==> src/rtl/fib_stack_if.sv <==
// Strobe/status bundle between the Fibonacci controller (master) and its stack datapath (slave).
interface fib_stack_if #(
    parameter int unsigned N_WIDTH    = 5,
    parameter int unsigned DATA_WIDTH = 16
);
    logic [N_WIDTH-1:0]    n_in;
    logic                  push;
    logic                  pop;
    logic                  ins;
    logic                  mode;
    logic                  clr;
    logic                  countUp;
    logic                  empty;
    logic                  full;
    logic                  lt;
    logic [DATA_WIDTH-1:0] top;
    logic [DATA_WIDTH-1:0] result;
    logic                  overflow;
    logic                  underflow;

    modport master (
        output n_in, push, pop, ins, mode, clr, countUp,
        input  empty, full, lt, top, result, overflow, underflow
    );

    modport slave (
        input  n_in, push, pop, ins, mode, clr, countUp,
        output empty, full, lt, top, result, overflow, underflow
    );
endinterface

==> src/rtl/fib_stack_datapath.sv <==
// Stack datapath for the recursive Fibonacci engine: sub-problem stack, work register
// and leaf-count accumulator; flags steer the upstream controller.
module fib_stack_datapath #(
    parameter int unsigned N_WIDTH    = 5,
    parameter int unsigned DATA_WIDTH = 16,
    parameter int unsigned DEPTH      = 32
) (
    input  logic        clk,
    input  logic        CLR,
    fib_stack_if.slave  bus
);
    localparam int unsigned SP_W  = $clog2(DEPTH + 1);
    localparam int unsigned IDX_W = (DEPTH > 1) ? $clog2(DEPTH) : 1;

    logic [DATA_WIDTH-1:0] mem [DEPTH];
    logic [SP_W-1:0]       sp;
    logic [DATA_WIDTH-1:0] w;
    logic [DATA_WIDTH-1:0] result_q;
    logic                  overflow_q;
    logic                  underflow_q;

    logic [SP_W-1:0]       sp_m1;
    logic [IDX_W-1:0]      top_idx;
    logic [IDX_W-1:0]      push_idx;
    logic                  is_empty;
    logic                  is_full;
    logic [DATA_WIDTH-1:0] top_c;
    logic [DATA_WIDTH-1:0] pv;
    logic                  do_pop;
    logic                  do_push;
    logic                  do_repl;

    // Flags, top of stack, push value and operation decode
    always_comb begin
        is_empty = (sp == '0);
        is_full  = (sp == SP_W'(DEPTH));
        sp_m1    = sp - SP_W'(1);
        top_idx  = IDX_W'(sp_m1);
        push_idx = IDX_W'(sp);
        top_c    = is_empty ? '0 : mem[top_idx];
        if (bus.ins)
            pv = DATA_WIDTH'(bus.n_in);
        else if (bus.mode)
            pv = w - DATA_WIDTH'(1);
        else
            pv = w - DATA_WIDTH'(2);
        do_pop  = !bus.clr &&  bus.pop && !bus.push && !is_empty;
        do_push = !bus.clr && !bus.pop &&  bus.push && !is_full;
        do_repl = !bus.clr &&  bus.pop &&  bus.push && !is_empty;
    end

    assign bus.empty     = is_empty;
    assign bus.full      = is_full;
    assign bus.lt        = !is_empty && (top_c < DATA_WIDTH'(2));
    assign bus.top       = top_c;
    assign bus.result    = result_q;
    assign bus.overflow  = overflow_q;
    assign bus.underflow = underflow_q;

    // Stack storage; contents are don't-care while the pointer is below them
    always_ff @(posedge clk) begin
        if (bus.clr) begin
            if (bus.push && bus.ins)
                mem[IDX_W'(0)] <= pv;
        end else if (do_repl) begin
            mem[top_idx] <= pv;
        end else if (do_push) begin
            mem[push_idx] <= pv;
        end
    end

    // Pointer, work register, accumulator and sticky error flags
    always_ff @(posedge clk or posedge CLR) begin
        if (CLR) begin
            sp          <= '0;
            w           <= '0;
            result_q    <= '0;
            overflow_q  <= 1'b0;
            underflow_q <= 1'b0;
        end else if (bus.clr) begin
            sp          <= (bus.push && bus.ins) ? SP_W'(1) : '0;
            w           <= '0;
            result_q    <= '0;
            overflow_q  <= 1'b0;
            underflow_q <= 1'b0;
        end else begin
            if (do_pop || do_repl)
                w <= top_c;
            if (do_pop)
                sp <= sp_m1;
            else if (do_push)
                sp <= sp + SP_W'(1);
            if (bus.pop && is_empty)
                underflow_q <= 1'b1;
            if (bus.push && !bus.pop && is_full)
                overflow_q <= 1'b1;
            if (bus.countUp)
                result_q <= result_q + DATA_WIDTH'(top_c[0]);
        end
    end
endmodule

==> src/flat_wrapper.sv <==
// flat-port wrapper written by rule: the top's interface ports become plain ports
module fib_stack_datapath_flat 
#(
    parameter int unsigned N_WIDTH    = 5,
    parameter int unsigned DATA_WIDTH = 16,
    parameter int unsigned DEPTH      = 32
)
  (clk, CLR, bus_n_in, bus_push, bus_pop, bus_ins, bus_mode, bus_clr, bus_countUp, bus_empty, bus_full, bus_lt, bus_top, bus_result, bus_overflow, bus_underflow);
  fib_stack_if #(.N_WIDTH(N_WIDTH), .DATA_WIDTH(DATA_WIDTH)) bus_i ();
  input  logic clk;
  input  logic CLR;
  input wire logic [$bits(bus_i.n_in)-1:0] bus_n_in;
  input wire logic [$bits(bus_i.push)-1:0] bus_push;
  input wire logic [$bits(bus_i.pop)-1:0] bus_pop;
  input wire logic [$bits(bus_i.ins)-1:0] bus_ins;
  input wire logic [$bits(bus_i.mode)-1:0] bus_mode;
  input wire logic [$bits(bus_i.clr)-1:0] bus_clr;
  input wire logic [$bits(bus_i.countUp)-1:0] bus_countUp;
  output wire logic [$bits(bus_i.empty)-1:0] bus_empty;
  output wire logic [$bits(bus_i.full)-1:0] bus_full;
  output wire logic [$bits(bus_i.lt)-1:0] bus_lt;
  output wire logic [$bits(bus_i.top)-1:0] bus_top;
  output wire logic [$bits(bus_i.result)-1:0] bus_result;
  output wire logic [$bits(bus_i.overflow)-1:0] bus_overflow;
  output wire logic [$bits(bus_i.underflow)-1:0] bus_underflow;
  assign bus_i.n_in = bus_n_in;
  assign bus_i.push = bus_push;
  assign bus_i.pop = bus_pop;
  assign bus_i.ins = bus_ins;
  assign bus_i.mode = bus_mode;
  assign bus_i.clr = bus_clr;
  assign bus_i.countUp = bus_countUp;
  assign bus_empty = bus_i.empty;
  assign bus_full = bus_i.full;
  assign bus_lt = bus_i.lt;
  assign bus_top = bus_i.top;
  assign bus_result = bus_i.result;
  assign bus_overflow = bus_i.overflow;
  assign bus_underflow = bus_i.underflow;
  fib_stack_datapath #(.N_WIDTH(N_WIDTH), .DATA_WIDTH(DATA_WIDTH), .DEPTH(DEPTH)) u_core (.clk(clk), .CLR(CLR), .bus(bus_i));
endmodule
==> config.mk <==
export PLATFORM = sky130hd
export DESIGN_NAME = fib_stack_datapath_flat
export DESIGN_NICKNAME = d
export VERILOG_FILES = /design/src/rtl/fib_stack_if.sv /design/src/rtl/fib_stack_datapath.sv /design/src/flat_wrapper.sv
export SDC_FILE = /design/constraint.sdc
export NUM_CORES = 1
export LEC_CHECK = 0
export CORE_UTILIZATION = 30
export CTS_BUF_LIST = sky130_fd_sc_hd__clkbuf_16
export CTS_CLUSTER_DIAMETER = 200
export DETAILED_ROUTE_END_ITERATION = 8
export GPL_TIMING_DRIVEN = 0
export PLACE_DENSITY = 0.49
export SYNTH_ARGS = -nofsm -noshare
export SYNTH_HDL_FRONTEND = slang
export SYNTH_SLANG_ARGS = --single-unit
==> constraint.sdc <==
create_clock -name clk -period 5.6 [get_ports clk]
set_clock_uncertainty 0.05 [all_clocks]
set_input_delay 0.56 -clock clk [delete_from_list [all_inputs] [get_ports clk]]
set_output_delay 0.56 -clock clk [all_outputs]
set_load 0.03 [all_outputs]
Word level (Yosys, flattened, before mapping). Memories as Yosys holds them, arrays and structs flattened. Index checks and enable logic that the tools add are counted.

Add/subtract/negate cells: 5. Order comparisons: 1. Equal/unequal tests: 1. Multiplexer cells: 31. Reduce and logical (&&, ||, !) cells: 27.

Operators by type and width (number): $mux 16 (9); $reduce_or 16->1 (2); $mux 6 (3); $mux 1 (17); $add 16x1->16 (1); $lt 16x2->1 const B (1); $sub 16x1->16 const B (1); $sub 16x2->16 const B (1); $logic_and 1x1->1 (13); $mux 5 (2); $reduce_bool 2->1 (4); $add 6x1->6 const B (1); $eq 6x6->1 const B (1); $logic_not 6->1 (1); $sub 6x1->6 const B (1); $logic_not 1->1 (5); $reduce_bool 3->1 (1); $logic_or 1x1->1 (1).

Bits in registers: 40. RAM bits: 512. Output and inout port bits: 37. Memories kept: 1.

Memories: u_core.mem (words 32, width 16, read ports 1, clocked after Yosys merged registers in 0, write ports 1, RTL line fib_stack_datapath.sv:15) `logic [DATA_WIDTH-1:0] mem [DEPTH];`.

Depth between registers and ports, before layout.
Word-level depth: 10. Depth in mapped cells: 22. Mapped depth without buffers: 13.

Worst setup path after synthesis. Ideal clock, no wire load.

Kind: reg-to-output. Start point: reg u_core.sp[0]. End point: out bus_lt. Arrival: 4.906 ns. Required time: 4.990 ns. Path slack: 0.084 ns. Cell stages (with the launch flop): 17. Path buffers: 7. Cells stage by stage: dfrtp_1 > buf_6 > buf_6 > buf_4 > buf_2 > buf_2 > clkinv_1 > ha_1 > buf_2 > xor2_2 > clkbuf_1 > mux2i_1 > nor3_1 > nor4_1 > inv_1 > or4_1 > nor4_2.

Longest elaborated chain between the ends: 5. Elaborated cells between the ends (all ways): 7. Those cells by class: add/sub (1); order compare (1); mux (1); reduce/logical (3); memory (1).

RTL lines: start, declared (RTL line fib_stack_datapath.sv:16) `logic [SP_W-1:0] sp;`; start signal, assigned (RTL line fib_stack_datapath.sv:81) `sp <= (bus.push && bus.ins) ? SP_W'(1) : '0;`; start signal, assigned (RTL line fib_stack_datapath.sv:90) `sp <= sp_m1;`; start signal, assigned (RTL line fib_stack_datapath.sv:92) `sp <= sp + SP_W'(1);`; $sub 6x1->6 (RTL line fib_stack_datapath.sv:37) `sp_m1 = sp - SP_W'(1);`; $mem_v2 32x16; $mux 16 * (RTL line fib_stack_datapath.sv:40) `top_c = is_empty ? '0 : mem[top_idx];`; named net bus_top[12] (RTL line flat_wrapper.sv:22) `output wire logic [$bits(bus_i.top)-1:0] bus_top;`; $lt 16x2->1 * (RTL line fib_stack_datapath.sv:54) `assign bus.lt = !is_empty && (top_c < DATA_WIDTH'(2));`; $logic_and 1x1->1 * (RTL line fib_stack_datapath.sv:54); end, declared (RTL line flat_wrapper.sv:21) `output wire logic [$bits(bus_i.lt)-1:0] bus_lt;`.

The timed path passes the listed nets; every way through them passes the cells marked *.

Final worst setup path.
Start point: reg u_core.sp[0]. End point: out bus_lt.

Longest elaborated chain between the ends: 5. Elaborated cells between the ends (all ways): 7. Those cells by class: add/sub (1); order compare (1); mux (1); reduce/logical (3); memory (1).

RTL lines (RTL line): $sub 6x1->6 (fib_stack_datapath.sv:37); $mem_v2 32x16; $mux 16 (fib_stack_datapath.sv:40); $lt 16x2->1 (fib_stack_datapath.sv:54); $logic_and 1x1->1 * (fib_stack_datapath.sv:54).

Every way passes the cells marked *; elsewhere a longest branch is shown, timed or not.

==> flow_metrics.env <==
export IMPL_slowest_delay_ps=500
export IMPL_min_from="bus_countUp"
export IMPL_grt_overflow=0
export IMPL_drc=0
export IMPL_yosysSeqAreaShare_pct=73.0
export IMPL_synth_cell_area_mm2=0.0224
export IMPL_grt_max_degree=41
export IMPL_synth_top_area_share_pct=68.5
export IMPL_synth_area_per_cell_um2=18.5
export IMPL_drive_gt1_share_pct=28.1
export IMPL_cellPowerDensity_mw_per_mm2=535
export IMPL_grt_use_met2_pct=25.1
export IMPL_first_iter_violations=1002
export IMPL_antenna_found_initial=1
export IMPL_antenna_cells=0
export IMPL_clkSinkCount=552
export IMPL_ys_ff_latch=552
export IMPL_synth_xor_area_share_pct=1.52
export IMPL_root_buffer="clkbuf_16"
export IMPL_yosysMostFrequentCell="edfxtp_1"
export IMPL_leakage_nw=9.28
export IMPL_cp_top_family="buffers and inverters"
export IMPL_hold_ws_ps=322
export IMPL_hpwl_um=39100
export IMPL_hold_depth=3
export IMPL_reg2reg_depth=21
export IMPL_gp_congestion=0.803
export IMPL_grt_pass1_vias=12200
export IMPL_top_usage_layer="met2"
export IMPL_num_rows=99
export IMPL_antenna_left=0
export IMPL_r2r_start="u_core.sp[0]"
export IMPL_required_ps=4990
export IMPL_grt_pass1_wl_um=87200
export IMPL_clk_path_buf_depth=3
export IMPL_criticalPathCategory="flop to primary output"
export IMPL_ir_drop_uv=270
export IMPL_core_area_mm2=0.0735
export IMPL_synth_largest_area_cell="edfxtp_1"
export IMPL_ys_types=60
export IMPL_critPathLaunchType="flop"
export IMPL_fin_cells=2386
export IMPL_h_tree_depth=2
export IMPL_clk_insertion_delay_late_ps=600
export IMPL_synth_compound_area_share_pct=2.44
export IMPL_finalCritPeriodShare_pct=98.9
export IMPL_grt_util_met3_pct=3.38
export IMPL_ys_warn_count=0
export IMPL_synth_top_flop_cell="edfxtp_1"
export IMPL_crit_path_end_kind="primary output"
export IMPL_synth_top_family_by_area="multiplexers"
export IMPL_min_path_type="input port to flop"
export IMPL_crit_path_start="u_core.sp[0]"
export IMPL_io_buffers=47
export IMPL_wl_per_cell_um=25.2
export IMPL_status="finished, final reports clean"
export IMPL_synth_mux_area_share_pct=15.0
export IMPL_whs_endpoint="u_core.bus.result[0]"
export IMPL_syn_instance_count=1212
export IMPL_cpMostUsedCell="buf_12"
export IMPL_die_w_um=276
export IMPL_maxCapViolCount=0
export IMPL_worstMarginPinSlew_ps=1250
export IMPL_finalHoldViolCount=0
export IMPL_gr_usage_all_layers_pct=16.2
export IMPL_yosys_area_share_simple_pct=5.52
export IMPL_async_flop_share_pct=7.25
export IMPL_cp_num_buf_inv=10
export IMPL_critPathSlowestCell="mux4_2"
export IMPL_io_pin_count=50
export IMPL_slew_viol_final=0
export IMPL_rsz0062_at_grt="yes"
export IMPL_area_growth_syn_to_layout_pct=22.9
export IMPL_placed_cells=2258
export IMPL_finalSetupViolations=0
export IMPL_yosys_area_share_adder_pct=0.390
export IMPL_routed_wirelength_um=60100
export IMPL_ctsHoldBuffers=0
export IMPL_num_vias=11900
export IMPL_dieHeight_um=276
export IMPL_cp_arrival_ps=4930
export IMPL_via_per_inst=5.00
export IMPL_fin_tns_setup_ps=0
export IMPL_met1_usage_pct=23.1
export IMPL_synth_edf_count=512
export IMPL_reg2reg_setup_slack_ps=460
export IMPL_die_area_mm2=0.0759
export IMPL_period_needed_ps=5540
export IMPL_first_pass_iters=5
export IMPL_path_clk_slew_ps=60
export IMPL_cts_tree="yes"
export IMPL_synth_area_leaders="edfxtp_1 68%, mux4_2 11%, dfrtp_1 4.5%"
export IMPL_crit_fanout=10
export IMPL_slew_headroom_pct=16.6
export IMPL_synth_fp_nets=1232
export IMPL_finalNetCount=1404
export IMPL_initial_core_util_pct=30.6
export IMPL_cp_cell_sequence="buf_6, buf_12, buf_12, buf_12, buf_12, clkinv_4, ha_1, clkbuf_4, xor2_4, buf_12, buf_4, mux4_1, mux4_2, a32o_2, nand2b_1, or4_4, nor4_4, buf_6"
export IMPL_fmax_mhz=181
export IMPL_cts_buffers_inserted=57
export IMPL_r2r_end="u_core.bus.result[8]"
export IMPL_yosys_top_cells_count="512 x edfxtp_1, 115 x nand2_1, 108 x mux4_2, 83 x nor2_1, 40 x dfrtp_1"
## registers in the layout (all words and copies together), names as in the netlist
name	count
u_core.bus.overflow	1
u_core.bus.result	16
u_core.bus.underflow	1
u_core.mem	512
u_core.sp	6
u_core.w	16
## per-stage QoR
| step | power [W] | worst slack, ps | utilization, % | cell area (um^2) |
|---|---|---|---|---|
| final | 0.0148 | 63.1 | 37.6 | 27600 |
| after global routing | 0.0154 | -96.8 | 37.6 | 27600 |
| after CTS | 0.0148 | 5.82 | 37.4 | 27500 |
| after detailed placement | 0.0103 | -2940 | 34.0 | 25000 |
| after global placement | 0.00998 | -2930 | 32.8 | 24100 |
| after floorplan | 0.00824 | 84.1 | - | 22400 |
## layout make-up
class                   count  area [um^2]
flip-flops and latches    552        16400
clock buffers              57         1430
multi-input cells         573         6000
repair buffers            113         1390
clock inverters            45          522
well taps                 959         1200
plain buffers              61          569
inverters                  26          103
fillers                  6740        45900
## metal layers
metal | wire [um] | up-vias
li1 | - | 5178
met1 | 27300 | 6307
met2 | 27800 | 364
met3 | 3890 | 76
met4 | 1130 | 2
met5 | 15 | -
## cells by family after synthesis
family / count (synthesis)
simple gates: 279
buf+inv: 87
mux: 166
fa+ha+maj: 7
compound gates: 86
xor+xnor: 35
flops: 552
## repair_timing
action,4_1_cts,5_1_grt
pin swaps,14,3
setup buffers,22,4
gates resized for setup,99,19
setup endpoints to repair,558,5
## worst min-delay path, stage by stage
cell      delay [ps]
clkbuf_1         150
mux2i_1          150
nor2_1            80
## worst max-delay path by stage
stage / depth (start not counted) / slack (ps) / to
2_1_floorplan: 16 / 80 / bus_lt
3_3_place_gp: 17 / -2930 / bus_lt
3_5_place_dp: 17 / -2940 / bus_lt
4_1_cts: 18 / 6 / bus_lt
5_1_grt: 19 / -100 / bus_lt
6_report: 18 / 60 / bus_lt
## cell usage in the layout, fill, tap and decap left out, drive strengths merged, types with 28 or more instances in the layout
cell type and count:
clkbuf 85, clkdlybuf4s50 40, o21ai 28, mux2i 36, edfxtp 512, inv 32, nand2 115, nor2 84
dfrtp 40, mux4 129, buf 99
## where the power goes
group          internal (W)  switching [W]
clock network       0.00239        0.00157
registers           0.00541      0.0000894
logic               0.00204        0.00325
Note: power is estimated with default switching activity, not from simulation.
